[src/rtl/alu_driver_if.sv]
// Command, ALU and response signals of alu_driver, grouped for port connection.
// The master modport is the driver's view; slave is the environment (source, ALU, sink).
interface alu_driver_if;
    logic       req_valid;
    logic       req_ready;
    logic [1:0] req_op;
    logic [3:0] req_a;
    logic [3:0] req_b;
    logic       alu_en_i;
    logic       alu_en_o;
    logic [1:0] alu_select_op;
    logic [3:0] alu_a;
    logic [3:0] alu_b;
    logic [3:0] alu_out;
    logic       rsp_valid;
    logic       rsp_ready;
    logic [3:0] rsp_data;
    logic       rsp_err;
    logic [7:0] cmd_cnt;
    logic [7:0] err_cnt;

    modport master (
        input  req_valid, req_op, req_a, req_b, alu_out, rsp_ready,
        output req_ready, alu_en_i, alu_en_o, alu_select_op, alu_a, alu_b,
        output rsp_valid, rsp_data, rsp_err, cmd_cnt, err_cnt
    );

    modport slave (
        output req_valid, req_op, req_a, req_b, alu_out, rsp_ready,
        input  req_ready, alu_en_i, alu_en_o, alu_select_op, alu_a, alu_b,
        input  rsp_valid, rsp_data, rsp_err, cmd_cnt, err_cnt
    );
endinterface

[src/rtl/alu_driver.sv]
// Sequences one command at a time through a registered ALU, checks each result against
// a golden model and queues results in a 2-entry in-order response buffer.
module alu_driver #(
    parameter bit CHECK_EN = 1'b1
) (
    input logic          clk,
    input logic          rst,
    alu_driver_if.master bus
);
    typedef enum logic [1:0] {StIdle, StLoad, StExec, StCapt} state_e;

    state_e     state_q, state_d;
    logic [1:0] op_q;
    logic [3:0] a_q, b_q;
    logic       started_q;
    logic [4:0] fifo_q [2];
    logic       wr_ptr_q, rd_ptr_q;
    logic [1:0] count_q;
    logic [7:0] cmd_cnt_q, err_cnt_q;
    logic       accept, push, pop, err;
    logic [3:0] golden;

    // started_q keeps req_ready low until the first edge after reset release.
    assign bus.req_ready = started_q && (state_q == StIdle) && (count_q < 2'd2);
    assign accept        = bus.req_valid && bus.req_ready;
    assign push          = (state_q == StCapt);
    assign bus.rsp_valid = (count_q != 2'd0);
    assign pop           = bus.rsp_valid && bus.rsp_ready;

    assign bus.rsp_data      = bus.rsp_valid ? fifo_q[rd_ptr_q][3:0] : 4'h0;
    assign bus.rsp_err       = bus.rsp_valid ? fifo_q[rd_ptr_q][4] : 1'b0;
    assign bus.alu_select_op = op_q;
    assign bus.cmd_cnt       = cmd_cnt_q;
    assign bus.err_cnt       = err_cnt_q;

    always_comb begin
        golden = 4'h0;
        case (op_q)
            2'b00:   golden = a_q + b_q;
            2'b01:   golden = a_q & b_q;
            2'b10:   golden = a_q | b_q;
            default: golden = ~(a_q & b_q);
        endcase
        err = CHECK_EN && (bus.alu_out != golden);
    end

    always_comb begin
        state_d      = state_q;
        bus.alu_en_i = 1'b0;
        bus.alu_en_o = 1'b0;
        bus.alu_a    = 4'h0;
        bus.alu_b    = 4'h0;
        unique case (state_q)
            StIdle: if (accept) state_d = StLoad;
            StLoad: begin
                bus.alu_en_i = 1'b1;
                bus.alu_a    = a_q;
                bus.alu_b    = b_q;
                state_d      = StExec;
            end
            StExec: begin
                bus.alu_en_o = 1'b1;
                state_d      = StCapt;
            end
            StCapt: state_d = StIdle;
            default: state_d = StIdle;
        endcase
    end

    always_ff @(posedge clk or posedge rst) begin
        if (rst) begin
            state_q   <= StIdle;
            started_q <= 1'b0;
            op_q      <= 2'b00;
            a_q       <= 4'h0;
            b_q       <= 4'h0;
        end else begin
            state_q   <= state_d;
            started_q <= 1'b1;
            if (accept) begin
                op_q <= bus.req_op;
                a_q  <= bus.req_a;
                b_q  <= bus.req_b;
            end
        end
    end

    always_ff @(posedge clk or posedge rst) begin
        if (rst) begin
            fifo_q[0] <= 5'h0;
            fifo_q[1] <= 5'h0;
            wr_ptr_q  <= 1'b0;
            rd_ptr_q  <= 1'b0;
            count_q   <= 2'd0;
        end else begin
            if (push) begin
                fifo_q[wr_ptr_q] <= {err, bus.alu_out};
                wr_ptr_q         <= !wr_ptr_q;
            end
            if (pop) rd_ptr_q <= !rd_ptr_q;
            if (push && !pop)      count_q <= count_q + 2'd1;
            else if (pop && !push) count_q <= count_q - 2'd1;
        end
    end

    always_ff @(posedge clk or posedge rst) begin
        if (rst) begin
            cmd_cnt_q <= 8'd0;
            err_cnt_q <= 8'd0;
        end else if (push) begin
            if (cmd_cnt_q != 8'hff)        cmd_cnt_q <= cmd_cnt_q + 8'd1;
            if (err && err_cnt_q != 8'hff) err_cnt_q <= err_cnt_q + 8'd1;
        end
    end
endmodule

[src/flat_wrapper.sv]
// flat-port wrapper written by rule: the top's interface ports become plain ports
module alu_driver_flat 
#(
    parameter bit CHECK_EN = 1'b1
)
  (clk, rst, bus_req_valid, bus_req_op, bus_req_a, bus_req_b, bus_alu_out, bus_rsp_ready, bus_req_ready, bus_alu_en_i, bus_alu_en_o, bus_alu_select_op, bus_alu_a, bus_alu_b, bus_rsp_valid, bus_rsp_data, bus_rsp_err, bus_cmd_cnt, bus_err_cnt);
  alu_driver_if bus_i ();
  input logic clk;
  input logic rst;
  input wire logic [$bits(bus_i.req_valid)-1:0] bus_req_valid;
  input wire logic [$bits(bus_i.req_op)-1:0] bus_req_op;
  input wire logic [$bits(bus_i.req_a)-1:0] bus_req_a;
  input wire logic [$bits(bus_i.req_b)-1:0] bus_req_b;
  input wire logic [$bits(bus_i.alu_out)-1:0] bus_alu_out;
  input wire logic [$bits(bus_i.rsp_ready)-1:0] bus_rsp_ready;
  output wire logic [$bits(bus_i.req_ready)-1:0] bus_req_ready;
  output wire logic [$bits(bus_i.alu_en_i)-1:0] bus_alu_en_i;
  output wire logic [$bits(bus_i.alu_en_o)-1:0] bus_alu_en_o;
  output wire logic [$bits(bus_i.alu_select_op)-1:0] bus_alu_select_op;
  output wire logic [$bits(bus_i.alu_a)-1:0] bus_alu_a;
  output wire logic [$bits(bus_i.alu_b)-1:0] bus_alu_b;
  output wire logic [$bits(bus_i.rsp_valid)-1:0] bus_rsp_valid;
  output wire logic [$bits(bus_i.rsp_data)-1:0] bus_rsp_data;
  output wire logic [$bits(bus_i.rsp_err)-1:0] bus_rsp_err;
  output wire logic [$bits(bus_i.cmd_cnt)-1:0] bus_cmd_cnt;
  output wire logic [$bits(bus_i.err_cnt)-1:0] bus_err_cnt;
  assign bus_i.req_valid = bus_req_valid;
  assign bus_i.req_op = bus_req_op;
  assign bus_i.req_a = bus_req_a;
  assign bus_i.req_b = bus_req_b;
  assign bus_i.alu_out = bus_alu_out;
  assign bus_i.rsp_ready = bus_rsp_ready;
  assign bus_req_ready = bus_i.req_ready;
  assign bus_alu_en_i = bus_i.alu_en_i;
  assign bus_alu_en_o = bus_i.alu_en_o;
  assign bus_alu_select_op = bus_i.alu_select_op;
  assign bus_alu_a = bus_i.alu_a;
  assign bus_alu_b = bus_i.alu_b;
  assign bus_rsp_valid = bus_i.rsp_valid;
  assign bus_rsp_data = bus_i.rsp_data;
  assign bus_rsp_err = bus_i.rsp_err;
  assign bus_cmd_cnt = bus_i.cmd_cnt;
  assign bus_err_cnt = bus_i.err_cnt;
  alu_driver #(.CHECK_EN(CHECK_EN)) u_core (.clk(clk), .rst(rst), .bus(bus_i));
endmodule
[config.mk]
export PLATFORM = sky130hd
export DESIGN_NAME = alu_driver_flat
export DESIGN_NICKNAME = d
export VERILOG_FILES = /design/src/rtl/alu_driver_if.sv /design/src/rtl/alu_driver.sv /design/src/flat_wrapper.sv
export SDC_FILE = /design/constraint.sdc
export NUM_CORES = 1
export LEC_CHECK = 0
export CAP_MARGIN = 20
export CORE_MARGIN = 10
export CORE_UTILIZATION = 40
export CTS_BUF_LIST = sky130_fd_sc_hd__clkbuf_8
export DETAILED_ROUTE_END_ITERATION = 8
export PLACE_DENSITY_LB_ADDON = 0.15
export SETUP_SLACK_MARGIN = 0.5
export SKIP_CTS_REPAIR_TIMING = 1
export SLEW_MARGIN = 20
export SYNTH_ARGS = -nofsm -noshare
export SYNTH_HDL_FRONTEND = slang
export SYNTH_SLANG_ARGS = --single-unit
[constraint.sdc]
create_clock -name clk -period 2.69 [get_ports clk]
set_input_delay 0.538 -clock clk [delete_from_list [all_inputs] [get_ports clk]]
set_output_delay 0.538 -clock clk [all_outputs]
set_load 0.01 [all_outputs]
# Word level (Yosys, flattened, before mapping)
# Index checks and enable logic that the tools add are counted.
[word_totals]
reg_bits = 43
latch_bits = 0
mem_bits_rw = 0
rom_bits = 0
output_inout_bits = 35
n_memories = 0
[classes]
n_addsub = 5
mul = 0
div = 0
n_lt_le_gt_ge = 4
n_eq_ne = 9
n_shift = 0
n_mux = 17
bitwise = 5
reduce_logical = 18
[ops]
columns = ["cell", "n"]
rows = [
  ["5-bit two-way mux", 4],
  ["8-bit by 1-bit adder with 8-bit output, second input constant", 2],
  ["8-bit != test, second input constant", 2],
  ["4-bit two-way mux", 3],
  ["4-bit case mux with 3 select lines", 1],
  ["10-bit bitwise mux", 1],
  ["1-bit logical AND", 8],
  ["2-bit case mux with 4 select lines", 1],
  ["2-bit == test, second input constant", 3],
  ["2-bit two-way mux", 3],
  ["5-bit demux with 1-bit select", 1],
  ["4-bit adder", 1],
  ["4-bit AND", 1],
  ["2-bit by 1-bit == test with 1-bit output, second input constant", 2],
  ["2-bit greater-or-equal comparator, second input constant", 2],
  ["1-bit logical NOT", 4],
  ["2-bit logical NOT", 2],
  ["4-bit != test", 1],
  ["1-bit NOT with 2-bit output", 2],
  ["4-bit NOT", 1],
  ["4-bit bitwise OR", 1],
  ["2-bit AND reduction", 2],
  ["2-bit nonzero test", 2],
  ["1-bit two-way mux", 3],
  ["5 further kinds", 5],
]

# Logic depth before layout (Yosys ltp)
# Gate-level depths: netlist (run 1).
[depth]
word_depth = 6
depth_mapped = 10
depth_no_buf = 10

# Worst setup path after synthesis (run 1)
# Ideal clock, no wire load.
[synth_path]
kind = "register -> register"
from = "register u_core.b_q[0]"
to = "register u_core.err_cnt_q[7], in the netlist u_core.bus.err_cnt[7]"
arrival_time_ns = 2.450
required_time_ns = 2.562
setup_slack_ns = 0.112
stages_incl_launch_ff = 11
path_buffers = 0
path_cell_list = "dfrtp_1 ha_1 inv_1 fa_1 nand2b_2 nand3_1 a21oi_2 a311o_1 nor4_4 nor4_2 mux2_1"
[synth_via]
elab_chain_len = 6
word_cells_on_any_way = 8
classes_between = "add/sub (1); eq/ne (1); mux (1); bitwise (3); reduce/logical (2)"
[synth_rtl]
columns = ["element", "line", "rtl"]
rows = [
  ["from (decl)", "alu_driver.sv:14", "logic [3:0] a_q, b_q;"],
  ["from (signal assigned)", "alu_driver.sv:83", "b_q <= bus.req_b;"],
  ["branches (longest 2 deep; another with 4-bit adder)", "--", ""],
  ["4-bit case mux with 3 select lines *", "alu_driver.sv:38", "case (op_q)"],
  ["4-bit != test *", "alu_driver.sv:44", "err = CHECK_EN && (bus.alu_out != golden);"],
  ["1-bit logical AND *", "alu_driver.sv:112", "if (err && err_cnt_q != 8'hff) err_cnt_q <= err_cnt_q + 8'd1;"],
  ["2-bit AND reduction (no line) *", "--", ""],
  ["to (signal assigned)", "alu_driver.sv:112", ""],
  ["to (decl)", "alu_driver.sv:19", "logic [7:0] cmd_cnt_q, err_cnt_q;"],
]
# Mark *: on every way between the ends.
# A chain may end at the register's enable or synchronous reset.

# Final worst setup path (run 1)
[layout_path]
from = "register u_core.a_q[0]"
to = "register u_core.err_cnt_q[1], in the netlist u_core.bus.err_cnt[1]"
[layout_via]
elab_chain_len = 6
word_cells_on_any_way = 8
classes_between = "add/sub (1); eq/ne (1); mux (1); bitwise (3); reduce/logical (2)"
[layout_rtl]
columns = ["element", "line", "rtl"]
rows = [
  ["from (decl)", "alu_driver.sv:14", ""],
  ["from (signal assigned)", "alu_driver.sv:82", "a_q <= bus.req_a;"],
  ["branches (longest 2 deep; another with 4-bit adder)", "--", ""],
  ["4-bit case mux with 3 select lines *", "alu_driver.sv:38", ""],
  ["4-bit != test *", "alu_driver.sv:44", ""],
  ["1-bit logical AND *", "alu_driver.sv:112", ""],
  ["2-bit AND reduction (no line) *", "--", ""],
]
# Marked as above.

==> results.md, run 1 <==
* Outcome: finished clean
* HPWL after DPL at 3620 µm
* Max Used Layer: met4
* Max Freq at 394 MHz
* Final non-filler cell total at between 300 and 400
* Fin crit share at a little over nine tenths
* Pre-CTS setup slack at 87.5 ps
* Slew Viols, Final at 0
* Metal-1 WL at 2130 µm
* Number of vias per cell at around 4.8
* Layout Nets at between 300 and 400
* ANT cells at 0
* Rows at 27
* RePlAce Congestion at 0.775
* Gr usage total at 11.0%
* TritonCTS Buffers at 5
* Avg Cell Area, Syn at ~11 µm²
* Hold WC Path Type: flop to flop
* Synth Register Bits at 43
* P_leak at 1.56 nW
* Register area share after synthesis at 45.9%
* Clock transition at path regs at 80 ps
* Worst skew pair latency at around 290 ps
* Pwr dens at 1150 nW/µm²
* Final setup violation count at 0
* Fillers at 517
* Vias at between 1500 and 2000
* Crit-path max FO at 5
* Full die area at 9330 µm²
* Post-synth top area cell: dfrtp_1
* Ys Warns at 0
* Post-Syn Nets at 244
* Area Overhead vs Synth at 36.6%
* Synth unique cells at 38
* Initial antenna violation count at 0
* H-tree lvl count at 2
* Initial DRC count at 55
* PortBufs at 52
* Top cells by area, synth: dfrtp_1 (46%), mux2_2 (9.1%), ha_1 (8.5%)
* Fin. Hold Viols at 0
* Min cycle time layout at between 2000 and 3000 ps
* Dpl cells at 334
* Worst Setup Start Kind: flop
* Vias in the first global route at 1713
* Met3 Wirelength at 426 µm
* Clock skew at 10.7 ps
* Final setup margin at 152 ps
* Commonest non-fill, non-tap cells in the layout: clkdlybuf4s50_1 (42), dfrtp_1 (42), mux2_2 (19)
* Critical-path cell list: ha_4 -> inv_2 -> fa_1 -> nand2b_2 -> nand3_2 -> a21oi_2 -> a311o_1 -> nor4_4 -> buf_6 -> nor2_4 -> mux2_4
* Crit Path Class: flop to flop
* Netlist Area Pre-Place at between 2000 and 2500 µm²
* Initial core utilization at 41.8%
* Relative slew slack at 61.0%
* Crit. End Element: flop
* First-pass GRT wire length at 8090 µm
* RSZ-0062 raised after global routing: true
* Die height at 96.6 µm
* Arr. time, crit path at ~2700 ps
* Peak supply drop at 0.000530 V
* ANT nets after route at 0
* IO Count at 53
* Metal2 WL at 2250 µm
* CP top delay family: adder cells
* Number of max-cap violations at 0
* Die X at 96.6 µm
* First-pass DRT Iterations at 3
* CTS tree: yes
* Crit-path slowest cell: fa_1
* Core Area at 5610 µm²
* Synth top area share at 45.9%
* Share of cells above drive strength 1 at 19.9%
* Routed WL at 4870 µm
* Global route total overflow at 0
* Slew @ Worst Pin at 581 ps
* Crit path buf inv count at 2
* Clk buf depth at 2
* Total power at 3.68 mW
* CP peak stage delay at 490 ps
* Setup TNS at 0 ps
* Post-Synthesis Cells at 209
* # DRC at 0
* Worst EP required at 2880 ps
* Clk sink count at 43
* Largest net degree at the start of global routing at 44
* Clock Tree Root: clkbuf_8
* Drt wl/cell at ~14 µm
-- cells in the mapped netlist (all sizes together) --
| cell | n |
|---|---|
| dfrtp | 43 |
| mux2 | 22 |
| ha | 16 |
| inv | 16 |
| nand2 | 13 |
| nor2 | 12 |
| xor2 | 12 |
| mux2i | 11 |
| xnor2 | 9 |
| and2 | 8 |
| o21ai | 7 |
| a21oi | 6 |
| nand3 | 6 |
| and3 | 3 |
| clkbuf | 3 |
| nor3 | 3 |
| nor3b | 3 |
| nor4 | 3 |
| nand4 | 2 |
| a21o | 1 |
| a311o | 1 |
| buf | 1 |
| conb | 1 |
| fa | 1 |
| nand2b | 1 |
| nor2b | 1 |
| nor4b | 1 |
| o21a | 1 |
| or2b | 1 |
| or3 | 1 |
-- worst paths after layout --
| check | slack [ps] | from | cells after the start | endpoint |
|---|---|---|---|---|
| worst max-delay path | 150 | u_core.a_q[0]$_DFFE_PP0P_ | 11 | u_core.bus.err_cnt[1]$_DFFE_PP0P_ |
| worst min-delay path | 490 | u_core.wr_ptr_q$_DFFE_PP0P_ | 1 | u_core.wr_ptr_q$_DFFE_PP0P_ |
| worst max register to register | 150 | u_core.a_q[0]$_DFFE_PP0P_ | 11 | u_core.bus.err_cnt[1]$_DFFE_PP0P_ |
| worst min register to register | 490 | u_core.wr_ptr_q$_DFFE_PP0P_ | 1 | u_core.wr_ptr_q$_DFFE_PP0P_ |
| min in group asynchronous | 680 | rst | 3 | u_core.bus.err_cnt[0]$_DFFE_PP0P_ |
| max in group asynchronous | 1610 | rst | 3 | u_core.b_q[0]$_DFFE_PP0P_ |
-- where the power goes --
group	internal [mW]	switching [mW]	total, mW
Sequential	0.930	0.279	1.21
Clock	0.178	0.222	0.400
Combinational	1.16	0.912	2.07
Total	2.27	1.41	3.68
-- logic make-up (layout without fill, tap and decap cells) --
kind of cell    Yosys count  in the layout  share of synthesized area, %
buf+inv                  20             87                          3.52
flops                    43             43                          45.9
simple gates             58             58                          13.8
other cells               1              1                         0.160
compound gates           16             16                          4.00
fa+ha+maj                17             17                          9.39
xor+xnor                 21             21                          7.84
mux                      33             33                          15.4
-- final cells by class --
class / count / area [µm²] / area share (%)
Clock buffer: 5 / 68.8 / 2.15
Clock inverter: 3 / 16.3 / 0.508
Inverter: 16 / 60.1 / 1.87
Multi-Input combinational cell: 146 / 1250 / 39.0
Sequential cell: 43 / 1080 / 33.6
Tap cell: 72 / 90.1 / 2.81
Timing Repair Buffer: 63 / 643 / 20.1
-- per-layer routing --
layer | vias up | global-route usage, %
li1 | 832 | -
met1 | 793 | 13.3
met2 | 36 | 17.1
met3 | 7 | 4.86
met4 | 0 | 3.63
met5 | - | 0
-- flip-flops by register name, indices dropped and copies added, names as in the netlist --
| signal | cells |
|---|---|
| u_core.bus.err_cnt | 8 |
| u_core.a_q | 4 |
| u_core.bus.cmd_cnt | 8 |
| u_core.fifo_q | 10 |
| u_core.rd_ptr_q | 1 |
| u_core.b_q | 4 |
| u_core.count_q | 2 |
| u_core.started_q | 1 |
| u_core.bus.alu_select_op | 2 |
| u_core.wr_ptr_q | 1 |
| u_core.state_q | 2 |
-- through the flow --
stage | util, % | hold slack [ps] | cell area, µm²
floorplan | - | 450 | 2350
global placement | 53.1 | 469 | 2980
detailed placement | 53.1 | 480 | 2980
CTS | 54.6 | 496 | 3060
global route | 57.1 | 522 | 3200
finish | 57.1 | 491 | 3200
No activity file was read; power rests on OpenSTA's default activity.
==> inputs of run 2 (changes only) <==
CORE_UTILIZATION = 47   (was 40)
GPL_ROUTABILITY_DRIVEN = 0   (was unset)
==> run 2 against run 1 <==
Worst hold slack improved by 11 ps. First-iteration DRC count down 16%. Die area shrank 12%. Critical path type unchanged. Critical endpoint unchanged. Largest cell class unchanged.
==> results.md, run 2 (synthesis gave the netlist of run 1 again) <==
* ANT cells at 0
* PortBufs at 52
* Drt wl/cell at 15.3 µm
* Worst skew pair latency at roughly 300 ps
* Initial core utilization at 49.0%
* Hold path start: u_core.bus.cmd_cnt[7]$_DFFE_PP0P_
* Final non-filler cell total at 339
* H-tree lvl count at 2
* Biggest register: u_core.fifo_q
* # DRC at 0
* Number of max-cap violations at 0
* Relative slew slack at 59.2%
* Area Overhead vs Synth at 35.9%
* Slew @ Worst Pin at 608 ps
* Share of cells above drive strength 1 at 18.8%
* Largest net degree at the start of global routing at 44
* Die X at 90.7 µm
* Vias in the first global route at 1759
* Core Area at 4790 µm²
* Final setup violation count at 0
* IO Count at between 50 and 60
* Crit Path Class: flop to flop
* Vias at 1642
* First-pass GRT wire length at 8460 µm
* Global route total overflow at 0
* RSZ-0062 raised after global routing: true
* CTS tree: yes
* Rows at 25
* Initial DRC count at 46
* Commonest non-fill, non-tap cell in the layout: clkdlybuf4s50_1
* Peak supply drop at 0.000664 V
* Clk sink count at 43
* Max Freq at 389 MHz
* Arr. time, crit path at 2760 ps
* Clock transition at path regs at approximately 90 ps
* Worst Setup Start Kind: flop
* TritonCTS Buffers at 5
* CP Launch Point: u_core.b_q[0]$_DFFE_PP0P_
* Min cycle time layout at between 2000 and 3000 ps
* First-pass DRT Iterations at 4
* Layout Nets at 306
* Initial antenna violation count at 0
* ANT nets after route at 0
* Pwr dens at about 1200 nW/µm²
* Setup TNS at 0 ps
* RR Startpoint: u_core.b_q[0]$_DFFE_PP0P_
* Die height at approximately 91 µm
* Fin crit share at 95.5%
* Gr usage total at between 10 and 15%
* Crit-path max FO at 8
* Clk buf depth at 2
* Routed WL at 5180 µm
* Largest register FFs at 10
* Crit. End Element: flop
* Hold WC Path Type: flop to flop
* Fin. Hold Viols at 0
* Clock Tree Root: clkbuf_8
* Worst EP required at around 2900 ps
* Full die area at 8220 µm²
* HPWL after DPL at 3650 µm
* Outcome: finished clean
* Dpl cells at 327
* Slew Viols, Final at 0
* P_leak at 1.54 nW
* Clock skew at 6.73 ps
* Number of vias per cell at 4.84
* Commonest non-fill, non-tap cells in the layout: clkdlybuf4s50_1 (43), dfrtp_1 (42), mux2_2 (19)
## run 2: final timing paths
check	endpoint	slack, ps	cells after the start
setup / recovery	u_core.bus.err_cnt[1]$_DFFE_PP0P_	120	11
hold reg to reg	u_core.bus.cmd_cnt[7]$_DFFE_PP0P_	500	1
hold / removal	u_core.bus.cmd_cnt[7]$_DFFE_PP0P_	500	1
setup reg to reg	u_core.bus.err_cnt[1]$_DFFE_PP0P_	120	11
max in group asynchronous	u_core.state_q[0]$_DFFE_PP0P_	1620	3
min in group asynchronous	u_core.started_q$_DFF_PP0_	670	3
## run 2: through the flow
step	hold slack [ps]	total power [mW]	setup slack [ps]	instance area, µm²	utilization [%]
finish	502	3.78	120	3190	66.6
CTS	505	3.70	72.7	3080	64.3
floorplan	450	2.41	151	2350	-
global route	521	4.09	1.08	3190	66.6
global placement	473	3.10	128	2960	61.8
detailed placement	492	3.16	76.7	2960	61.8
## run 2: metal layers
layer	routed length, µm	track usage, %
met5	0	0
met4	21	2.79
met3	313	5.15
met2	2520	20.3
met1	2330	14.5
## run 2: power breakdown
| part | switching (mW) | leakage (nW) | internal, mW | total [mW] |
|---|---|---|---|---|
| combinational | 0.902 | 0.962 | 1.10 | 2.00 |
| clock | 0.231 | 0.0612 | 0.301 | 0.532 |
| sequential | 0.315 | 0.514 | 0.930 | 1.24 |
| total | 1.45 | 1.54 | 2.33 | 3.78 |
## run 2: critical path, stage by stage, from the launching register on
cell and delay, ps:
dfrtp_1 440, ha_4 180, inv_2 40, fa_1 480
nand2b_2 60, nand3_2 80, a21oi_2 50, a311o_1 360
nor4_4 230, buf_6 190, nor2_4 50, mux2_4 310
## run 2: area by class of cell
class	count	area, µm²
clock inverter	2	35.0
clock buffer	6	82.6
multi-input combinational	146	1250
sequential	43	1080
timing repair buffer	59	599
tap	67	83.8
fill	383	1600
inverter	16	60.1
